## src/rtl/bus_arbiter.sv

```systemverilog
// -----------------------------------------------------------------------------
// bus_arbiter
// Two-master / three-slave arbiter and address decoder for the CPU memory bus.
// Master 0 is the CPU, master 1 the DMA engine. A granted transaction is
// registered onto the shared slave bus, routed to one slave by address, and its
// read data and completion are returned to the owning master. A watchdog
// aborts an access whose slave never answers.
//
// Ports:
//   clk, reset                      clock, asynchronous active-low reset
//   m0_* / m1_*                     master request side (req/rw/addr/wdata/size in,
//                                   rdata/done/err out, done is a 1-cycle pulse)
//   s_addr/s_rw/s_wdata/s_size      registered transaction to all slaves
//   s_req[2:0]                      one-hot slave select {periph, sdram, mem}
//   s_rdata[95:0], s_rec[2:0]       slave read data and data-valid, same order
// -----------------------------------------------------------------------------
module bus_arbiter #(
    parameter logic [31:0] MEM_LIMIT = 32'h0002FFFF,
    parameter int          TIMEOUT   = 1024,
    parameter logic [31:0] ERR_DATA  = 32'h00000000
) (
    input  logic        clk,
    input  logic        reset,
    input  logic        m0_req,
    input  logic        m0_rw,
    input  logic [31:0] m0_addr,
    input  logic [31:0] m0_wdata,
    input  logic [1:0]  m0_size,
    output logic [31:0] m0_rdata,
    output logic        m0_done,
    output logic        m0_err,
    input  logic        m1_req,
    input  logic        m1_rw,
    input  logic [31:0] m1_addr,
    input  logic [31:0] m1_wdata,
    input  logic [1:0]  m1_size,
    output logic [31:0] m1_rdata,
    output logic        m1_done,
    output logic        m1_err,
    output logic [31:0] s_addr,
    output logic        s_rw,
    output logic [31:0] s_wdata,
    output logic [1:0]  s_size,
    output logic [2:0]  s_req,
    input  logic [95:0] s_rdata,
    input  logic [2:0]  s_rec
);

    localparam int             CW       = $clog2(TIMEOUT) + 1;
    localparam logic [CW-1:0]  CNT_LAST = CW'(TIMEOUT - 1);
    localparam logic [CW-1:0]  CNT_ONE  = CW'(1);

    typedef enum logic [1:0] {
        IDLE    = 2'd0,
        ACCESS  = 2'd1,
        RELEASE = 2'd2
    } state_t;

    // Address map: bit31 set -> peripherals, below MEM_LIMIT -> on-chip memory,
    // everything else -> SDRAM.
    function automatic logic [2:0] decode(input logic [31:0] addr);
        logic [2:0] sel;
        if (addr[31]) begin
            sel = 3'b100;
        end else if (addr < MEM_LIMIT) begin
            sel = 3'b001;
        end else begin
            sel = 3'b010;
        end
        return sel;
    endfunction

    state_t         state_r;
    logic           last_grant_r;   // also identifies the owner while busy
    logic [2:0]     sel_r;          // selected slave, kept through RELEASE
    logic [CW-1:0]  cnt_r;

    logic           grant_s;
    logic [31:0]    g_addr_s;
    logic           g_rw_s;
    logic [31:0]    g_wdata_s;
    logic [1:0]     g_size_s;
    logic [2:0]     g_sel_s;
    logic           rec_sel_s;
    logic [31:0]    rdata_sel_s;
    logic           cmpl_s;
    logic [31:0]    cmpl_data_s;
    logic           cmpl_err_s;

    // Round-robin pick and mux of the winning master's transaction fields.
    always_comb begin
        if (m0_req && m1_req) begin
            grant_s = ~last_grant_r;
        end else if (m1_req) begin
            grant_s = 1'b1;
        end else begin
            grant_s = 1'b0;
        end
        if (grant_s) begin
            g_addr_s  = m1_addr;
            g_rw_s    = m1_rw;
            g_wdata_s = m1_wdata;
            g_size_s  = m1_size;
        end else begin
            g_addr_s  = m0_addr;
            g_rw_s    = m0_rw;
            g_wdata_s = m0_wdata;
            g_size_s  = m0_size;
        end
        g_sel_s = decode(g_addr_s);
    end

    // Only the selected slave's rec and data slice are ever looked at.
    always_comb begin
        rec_sel_s = |(s_rec & sel_r);
        case (sel_r)
            3'b001:  rdata_sel_s = s_rdata[31:0];
            3'b010:  rdata_sel_s = s_rdata[63:32];
            3'b100:  rdata_sel_s = s_rdata[95:64];
            default: rdata_sel_s = 32'h00000000;
        endcase
    end

    // Completion condition in ACCESS: slave answer wins over a same-cycle timeout.
    always_comb begin
        if (state_r == ACCESS) begin
            cmpl_s = rec_sel_s || (cnt_r == CNT_LAST);
        end else begin
            cmpl_s = 1'b0;
        end
        if (rec_sel_s) begin
            cmpl_data_s = rdata_sel_s;
            cmpl_err_s  = 1'b0;
        end else begin
            cmpl_data_s = ERR_DATA;
            cmpl_err_s  = 1'b1;
        end
    end

    // Arbitration FSM with all bus and master outputs registered.
    always_ff @(posedge clk or negedge reset) begin
        if (!reset) begin
            state_r      <= IDLE;
            last_grant_r <= 1'b1;
            sel_r        <= 3'b000;
            cnt_r        <= '0;
            s_addr       <= 32'h00000000;
            s_rw         <= 1'b0;
            s_wdata      <= 32'h00000000;
            s_size       <= 2'b00;
            s_req        <= 3'b000;
            m0_rdata     <= 32'h00000000;
            m0_done      <= 1'b0;
            m0_err       <= 1'b0;
            m1_rdata     <= 32'h00000000;
            m1_done      <= 1'b0;
            m1_err       <= 1'b0;
        end else begin
            m0_done <= 1'b0;
            m0_err  <= 1'b0;
            m1_done <= 1'b0;
            m1_err  <= 1'b0;

            if (cmpl_s) begin
                if (last_grant_r) begin
                    m1_rdata <= cmpl_data_s;
                    m1_done  <= 1'b1;
                    m1_err   <= cmpl_err_s;
                end else begin
                    m0_rdata <= cmpl_data_s;
                    m0_done  <= 1'b1;
                    m0_err   <= cmpl_err_s;
                end
            end

            case (state_r)
                IDLE: begin
                    if (m0_req || m1_req) begin
                        s_addr       <= g_addr_s;
                        s_rw         <= g_rw_s;
                        s_wdata      <= g_wdata_s;
                        s_size       <= g_size_s;
                        s_req        <= g_sel_s;
                        sel_r        <= g_sel_s;
                        last_grant_r <= grant_s;
                        cnt_r        <= '0;
                        state_r      <= ACCESS;
                    end
                end
                ACCESS: begin
                    if (cmpl_s) begin
                        s_req   <= 3'b000;
                        state_r <= RELEASE;
                    end else begin
                        cnt_r <= cnt_r + CNT_ONE;
                    end
                end
                RELEASE: begin
                    // A long rec must fall before the bus is offered again.
                    if (!rec_sel_s) begin
                        state_r <= IDLE;
                    end
                end
                default: begin
                    s_req   <= 3'b000;
                    state_r <= IDLE;
                end
            endcase
        end
    end

endmodule

```

## config.mk

```make
export PLATFORM = sky130hd
export DESIGN_NAME = bus_arbiter
export DESIGN_NICKNAME = d
export VERILOG_FILES = /design/src/rtl/bus_arbiter.sv
export SDC_FILE = /design/constraint.sdc
export NUM_CORES = 1
export LEC_CHECK = 0
export ABC_CLOCK_PERIOD_IN_PS = 3000
export BUFFER_PORTS_ARGS = -buffer_cell sky130_fd_sc_hd__buf_2
export CORE_AREA = 2 2 144 146
export CTS_CLUSTER_SIZE = 30
export DETAILED_ROUTE_END_ITERATION = 6
export DIE_AREA = 0 0 146 148
export PLACE_DENSITY = 0.75
export SLEW_MARGIN = 20
export SYNTH_ARGS = -nofsm -noshare
export SYNTH_HDL_FRONTEND = slang
export SYNTH_SLANG_ARGS = --single-unit
```

## constraint.sdc

```tcl
create_clock -name clk -period 3 [get_ports clk]
set_input_delay 0.6 -clock clk [delete_from_list [all_inputs] [get_ports clk]]
set_output_delay 0.6 -clock clk [all_outputs]
set_load 0.1 [all_outputs]
```

======== Word-level counts from Yosys, hierarchy flattened ========
Index checks and enable logic that the tools add are counted.
cells by class
  add/subtract/negate cells ............... 1
  order comparisons ....................... 1
  mux-type cells .......................... 30
  reduce and logical (&&, ||, !) cells .... 12
  bitwise operators ....................... 3
  equality and inequality tests ........... 10
operator list
  kind                   count
  $mux 32                3
  $pmux 32 s3            1
  $lt 32x18->1 const B   1
  $mux 11                2
  $pmux 11 s2            1
  $mux 1                 13
  $add 11x1->11 const B  1
  $eq 11x10->1 const B   1
  $mux 2                 5
  $mux 3                 3
  $pmux 3 s3             1
  $reduce_and 3->1       3
  $ne 2x2->1 const B     4
  $pmux 2 s3             1
  $reduce_and 2->1       3
  $and 3x3->3            1
  $eq 3x1->1 const B     1
  $eq 3x2->1 const B     1
  $eq 3x3->1 const B     1
  $reduce_or 3->1        1
  $eq 2x1->1 const B     1
  $eq 2x2->1 const B     1
  $logic_not 2->1        1
  $logic_or 1x1->1       2
  other kinds (3)        4
storage, ports and cells
  word-level logic and storage cells ...... 72
  output and inout bits ................... 138
  bits of input ports ..................... 237
  flip-flop bits (word level) ............. 155

======== Depth between registers and ports, before layout ========
  depth after elaboration ................. 8
  depth in mapped cells ................... 8

======== Worst setup path after synthesis ========
OpenSTA, ideal clock, no wires.
  kind .................................... input to register
  from .................................... input port s_rec[0]
  to ...................................... register cnt_r[10]
  library setup time ...................... 120 ps
  arrival time ............................ 2,165 ps
  stages .................................. 6
  slack ................................... 715 ps
  cells stage by stage .................... a222oi_1 -> o41ai_2 -> nand2b_1 -> buf_2 -> or4_1 -> and3_1
on the way
  word-level cells in the longest chain between the ends .. 6
RTL lines
  element                     line  text
  from (decl)                 46    input logic [2:0] s_rec
  $and 3x3->3                 115   rec_sel_s = |(s_rec & sel_r);
  $reduce_or 3->1             115
  $logic_or 1x1->1            127   cmpl_s = rec_sel_s || (cnt_r == CNT_LAST);
  $mux 1                      126   if (state_r == ACCESS) begin
  $ne 2x2->1 (no line)        -
  $reduce_and 3->1 (no line)  -
  to (signal assigned)        195   cnt_r <= cnt_r + CNT_ONE;
  to (decl)                   76    logic [CW-1:0] cnt_r;
Every way passes these cells.
A chain may end at the register's enable or synchronous reset.

======== Final worst setup path ========
  from .................................... register cnt_r[0]
  to ...................................... register m0_rdata[15]
on the way
  word-level cells in the longest chain between the ends .. 4
RTL lines
  element                     line  text
  $eq 11x10->1                127
  $logic_or 1x1->1            127
  $mux 1                      126
  $reduce_and 2->1 (no line)  -
  to (signal assigned)        170   m0_rdata <= cmpl_data_s;
  to (decl)                   29    output logic [31:0] m0_rdata,
Every way passes these cells.

==> impl_metrics.py <==
metrics = {
    "final_layout": {
        "post_route_cells_drive_above_1_share": 0.362,
        "fin_area_sq_um": 9980,
        "fin_nets": 1442,
        "final_util": 0.498,
        "layout.filler_cells": 1972,
        "area_delta_synth_final_pct": 39.0,
    },
    "cts": {
        "clock-sinks": 154,
        "post_cts.repair.setup_buffers": 0,
        "ctsResizeCount": 0,
        "cts_root_buffer": "sky130_fd_sc_hd__clkbuf_16",
        "cts_tree": "done",
        "clock_path_buffers": 2,
        "cts.clk_slew.worst_paths_ns": 0.07,
        "cts_htree_levels": 4,
        "clock_buffer_count_from_cts": 17,
        "clk_latency_ns": 0.42,
    },
    "placed_design": {
        "dp.final_hpwl_mm": 19.4,
        "placed_area_sq_um": 9410,
        "port_buffers": 374,
        "gp_routability_congestion": 0.918,
    },
    "setup_path": {
        "worst_setup_path_start_kind": "flop",
        "r2r_start": "cnt_r[0]$_DFFE_PN0P_",
        "worstPathRequired_ns": 3.28,
        "timing.rr.end": "m0_rdata[15]$_DFFE_PN0P_",
        "timing.reg2reg.worst_path_depth": 7,
        "criticalPathCategory": "flop to flop",
        "worst-endpoint-arrival_ns": 2.87,
        "setup.worst_path.end_class": "flop",
        "crit_path_max_fanout": 51,
        "ff2ff_setup_slack_ns": 0.42,
    },
    "logic_synthesis": {
        "synth_cell_types": 46,
        "top_cell_type_s_share_of_synthesized_area": 0.533,
        "synth_common_cells": "sky130_fd_sc_hd__nand2_1, sky130_fd_sc_hd__dfrtp_1, sky130_fd_sc_hd__o21ai_0",
        "most_repeated_cell_in_the_gate_level_netlist_after_synthesis": "sky130_fd_sc_hd__nand2_1",
        "synth.net_count": 1093,
        "synth-seq-area-share": 0.537,
        "synth_enable_flop_cells": 0,
        "syn_area_sq_um": 7180,
        "post_synth.cell_area_avg_sq_um": 8.40,
        "ys_ff_latch": 154,
        "synth_async_sr_flop_share": 1.00,
        "yosys_most_used_dff": "sky130_fd_sc_hd__dfrtp_1",
        "synth_top_cell_by_area": "sky130_fd_sc_hd__dfrtp_1",
        "yosysWarningCount": 0,
        "synthCells": 855,
        "top_post_synthesis_cells_by_area": "sky130_fd_sc_hd__dfrtp_1, sky130_fd_sc_hd__nand2_1, sky130_fd_sc_hd__o21ai_0, sky130_fd_sc_hd__a31oi_1, sky130_fd_sc_hd__nor2_1",
    },
    "detailed_routing": {
        "detailedRoute.firstPassIterationCount": 7,
        "drt-vias-per-instance": 5.09,
        "vias": 7577,
        "antenna_left": 0,
        "routed_wirelength_mm": 25.4,
        "dr.first_iter.drc_count": 361,
        "post_drt_wl_per_cell_um": 17.1,
        "route.detailed.drc": 0,
    },
    "global_route": {
        "grt_pass1_wl_mm": 39.1,
        "first_global_vias": 7147,
        "globalRouteOverflowTotal": 0,
        "grt_antenna_before_repair": 1,
        "largest_net_degree_at_the_start_of_global_routing": 76,
        "global_route.usage.total": 0.230,
    },
    "sta": {
        "min_period_over_period": 0.861,
        "timing.fmax_mhz": 387,
        "finClkSkew_ns": 0.00956,
        "finalHoldViolCount": 0,
        "rsz0062_at_grt": "no",
        "final.min_clock_period_ns": 2.58,
        "worst_hold_slack_ns": 0.428,
        "slew-limit-headroom": 0.428,
        "totalNegativeSetupSlack_ns": 0,
        "number_of_setup_violations_in_the_final_report": 0,
        "finalMaxSlewViolations": 0,
        "slew_worst_pin_ns": 0.849,
    },
    "floorplan": {
        "boundary_pin_count": 375,
        "core_area_sq_um": 20000,
        "start_util": 0.358,
        "chipWidth_um": 146,
        "die_height_um": 148,
        "row_count": 52,
        "design.die.area_sq_um": 21600,
    },
    "worst_hold_path": {
        "hold_class": "primary input to flop",
        "endpoint_with_the_worst_hold_slack": "s_wdata[7]$_DFFE_PN0P_",
        "worstHoldStart": "m1_wdata[7]",
        "worstHoldPathCells": 3,
    },
    "job": {
        "cap_violations": 0,
    },
    "outcome": {
        "run_status": "complete, no violations",
    },
}
-- flip-flops by register name (all words and copies together), names as in the netlist, 2 cells and up --
| signal | count |
|---|---|
| s_req | 3 |
| s_size | 2 |
| m1_rdata | 32 |
| state_r | 2 |
| s_wdata | 32 |
| cnt_r | 11 |
| m0_rdata | 32 |
| sel_r | 2 |
| s_addr | 32 |
-- through the flow --
step                instances  setup WS, ns
floorplan                 855         0.715
global placement         1454         0.573
detailed placement       1454         0.421
CTS                      1487         0.422
global route             1488        0.0943
finish                   1488         0.416
-- critical path: stages, from the launching register on --
cell	delay, ns
sky130_fd_sc_hd__dfrtp_1	0.40
sky130_fd_sc_hd__ha_1	0.21
sky130_fd_sc_hd__nand4_1	0.20
sky130_fd_sc_hd__o41ai_2	0.80
sky130_fd_sc_hd__nand2_2	0.38
sky130_fd_sc_hd__buf_12	0.29
sky130_fd_sc_hd__nand2_1	0.08
sky130_fd_sc_hd__o21ai_0	0.07
-- what timing repair did --
| item | 4_1_cts | 5_1_grt |
|---|---|---|
| hold buffers | 1 | 0 |
| endpoints found under the setup margin | 0 | 0 |
| hold endpoints to repair | 12 | 0 |
-- area by class of cell --
class	count	area [sq um]	share of cell area
antenna	1	2.50	0.000251
clock buffer	17	425	0.0426
clock inverter	15	130	0.0130
inverter	6	22.5	0.00226
multi-input combinational	629	3070	0.308
sequential	154	3850	0.386
tap	270	338	0.0339
timing repair buffer	396	2130	0.214
-- how the worst max path moves through the flow --
stage                               startpoint                       end  slack [ns]
final                     cnt_r[0]$_DFFE_PN0P_  m0_rdata[15]$_DFFE_PN0P_        0.42
after global routing      cnt_r[0]$_DFFE_PN0P_   m0_rdata[5]$_DFFE_PN0P_        0.09
after CTS                 cnt_r[0]$_DFFE_PN0P_  m0_rdata[31]$_DFFE_PN0P_        0.42
after detailed placement  cnt_r[0]$_DFFE_PN0P_   m0_rdata[7]$_DFFE_PN0P_        0.42
after global placement    cnt_r[0]$_DFFE_PN0P_   m0_rdata[8]$_DFFE_PN0P_        0.57
after floorplan                       s_rec[0]     cnt_r[10]$_DFFE_PN0P_        0.72
-- cells by family after synthesis --
logic type	Yosys count	synth area share
simple gates	398	0.226
compound gates	224	0.187
flops	154	0.537
buf+inv	72	0.0404
xor+xnor	4	0.00488
mux	2	0.00279
fa+ha+maj	1	0.00174
-- placed cells by master (no fill, tap or decap), types with 12 or more instances in the layout --
| master | Yosys | final |
|---|---|---|
| sky130_fd_sc_hd__buf_2 | 7 | 373 |
| sky130_fd_sc_hd__nand2_1 | 274 | 273 |
| sky130_fd_sc_hd__dfrtp_1 | 153 | 153 |
| sky130_fd_sc_hd__o21ai_0 | 97 | 97 |
| sky130_fd_sc_hd__nor2_1 | 77 | 76 |
| sky130_fd_sc_hd__a31oi_1 | 65 | 65 |
| sky130_fd_sc_hd__a22oi_1 | 32 | 32 |
| sky130_fd_sc_hd__clkbuf_16 | 0 | 17 |
| sky130_fd_sc_hd__buf_4 | 1 | 14 |
| sky130_fd_sc_hd__nor4_1 | 12 | 12 |
-- routing by layer --
layer / GRT usage / vias to the layer above / part of all wire
li1: - / 3640 / -
met1: 0.296 / 3499 / 0.40
met2: 0.389 / 398 / 0.50
met3: 0.0420 / 40 / 0.075
met4: 0.0854 / 0 / 0.026
met5: 0 / - / 0
Power is left out: the tool's default activity adds up to more than one toggle a clock period on the data nets, which glitch-free logic cannot reach.
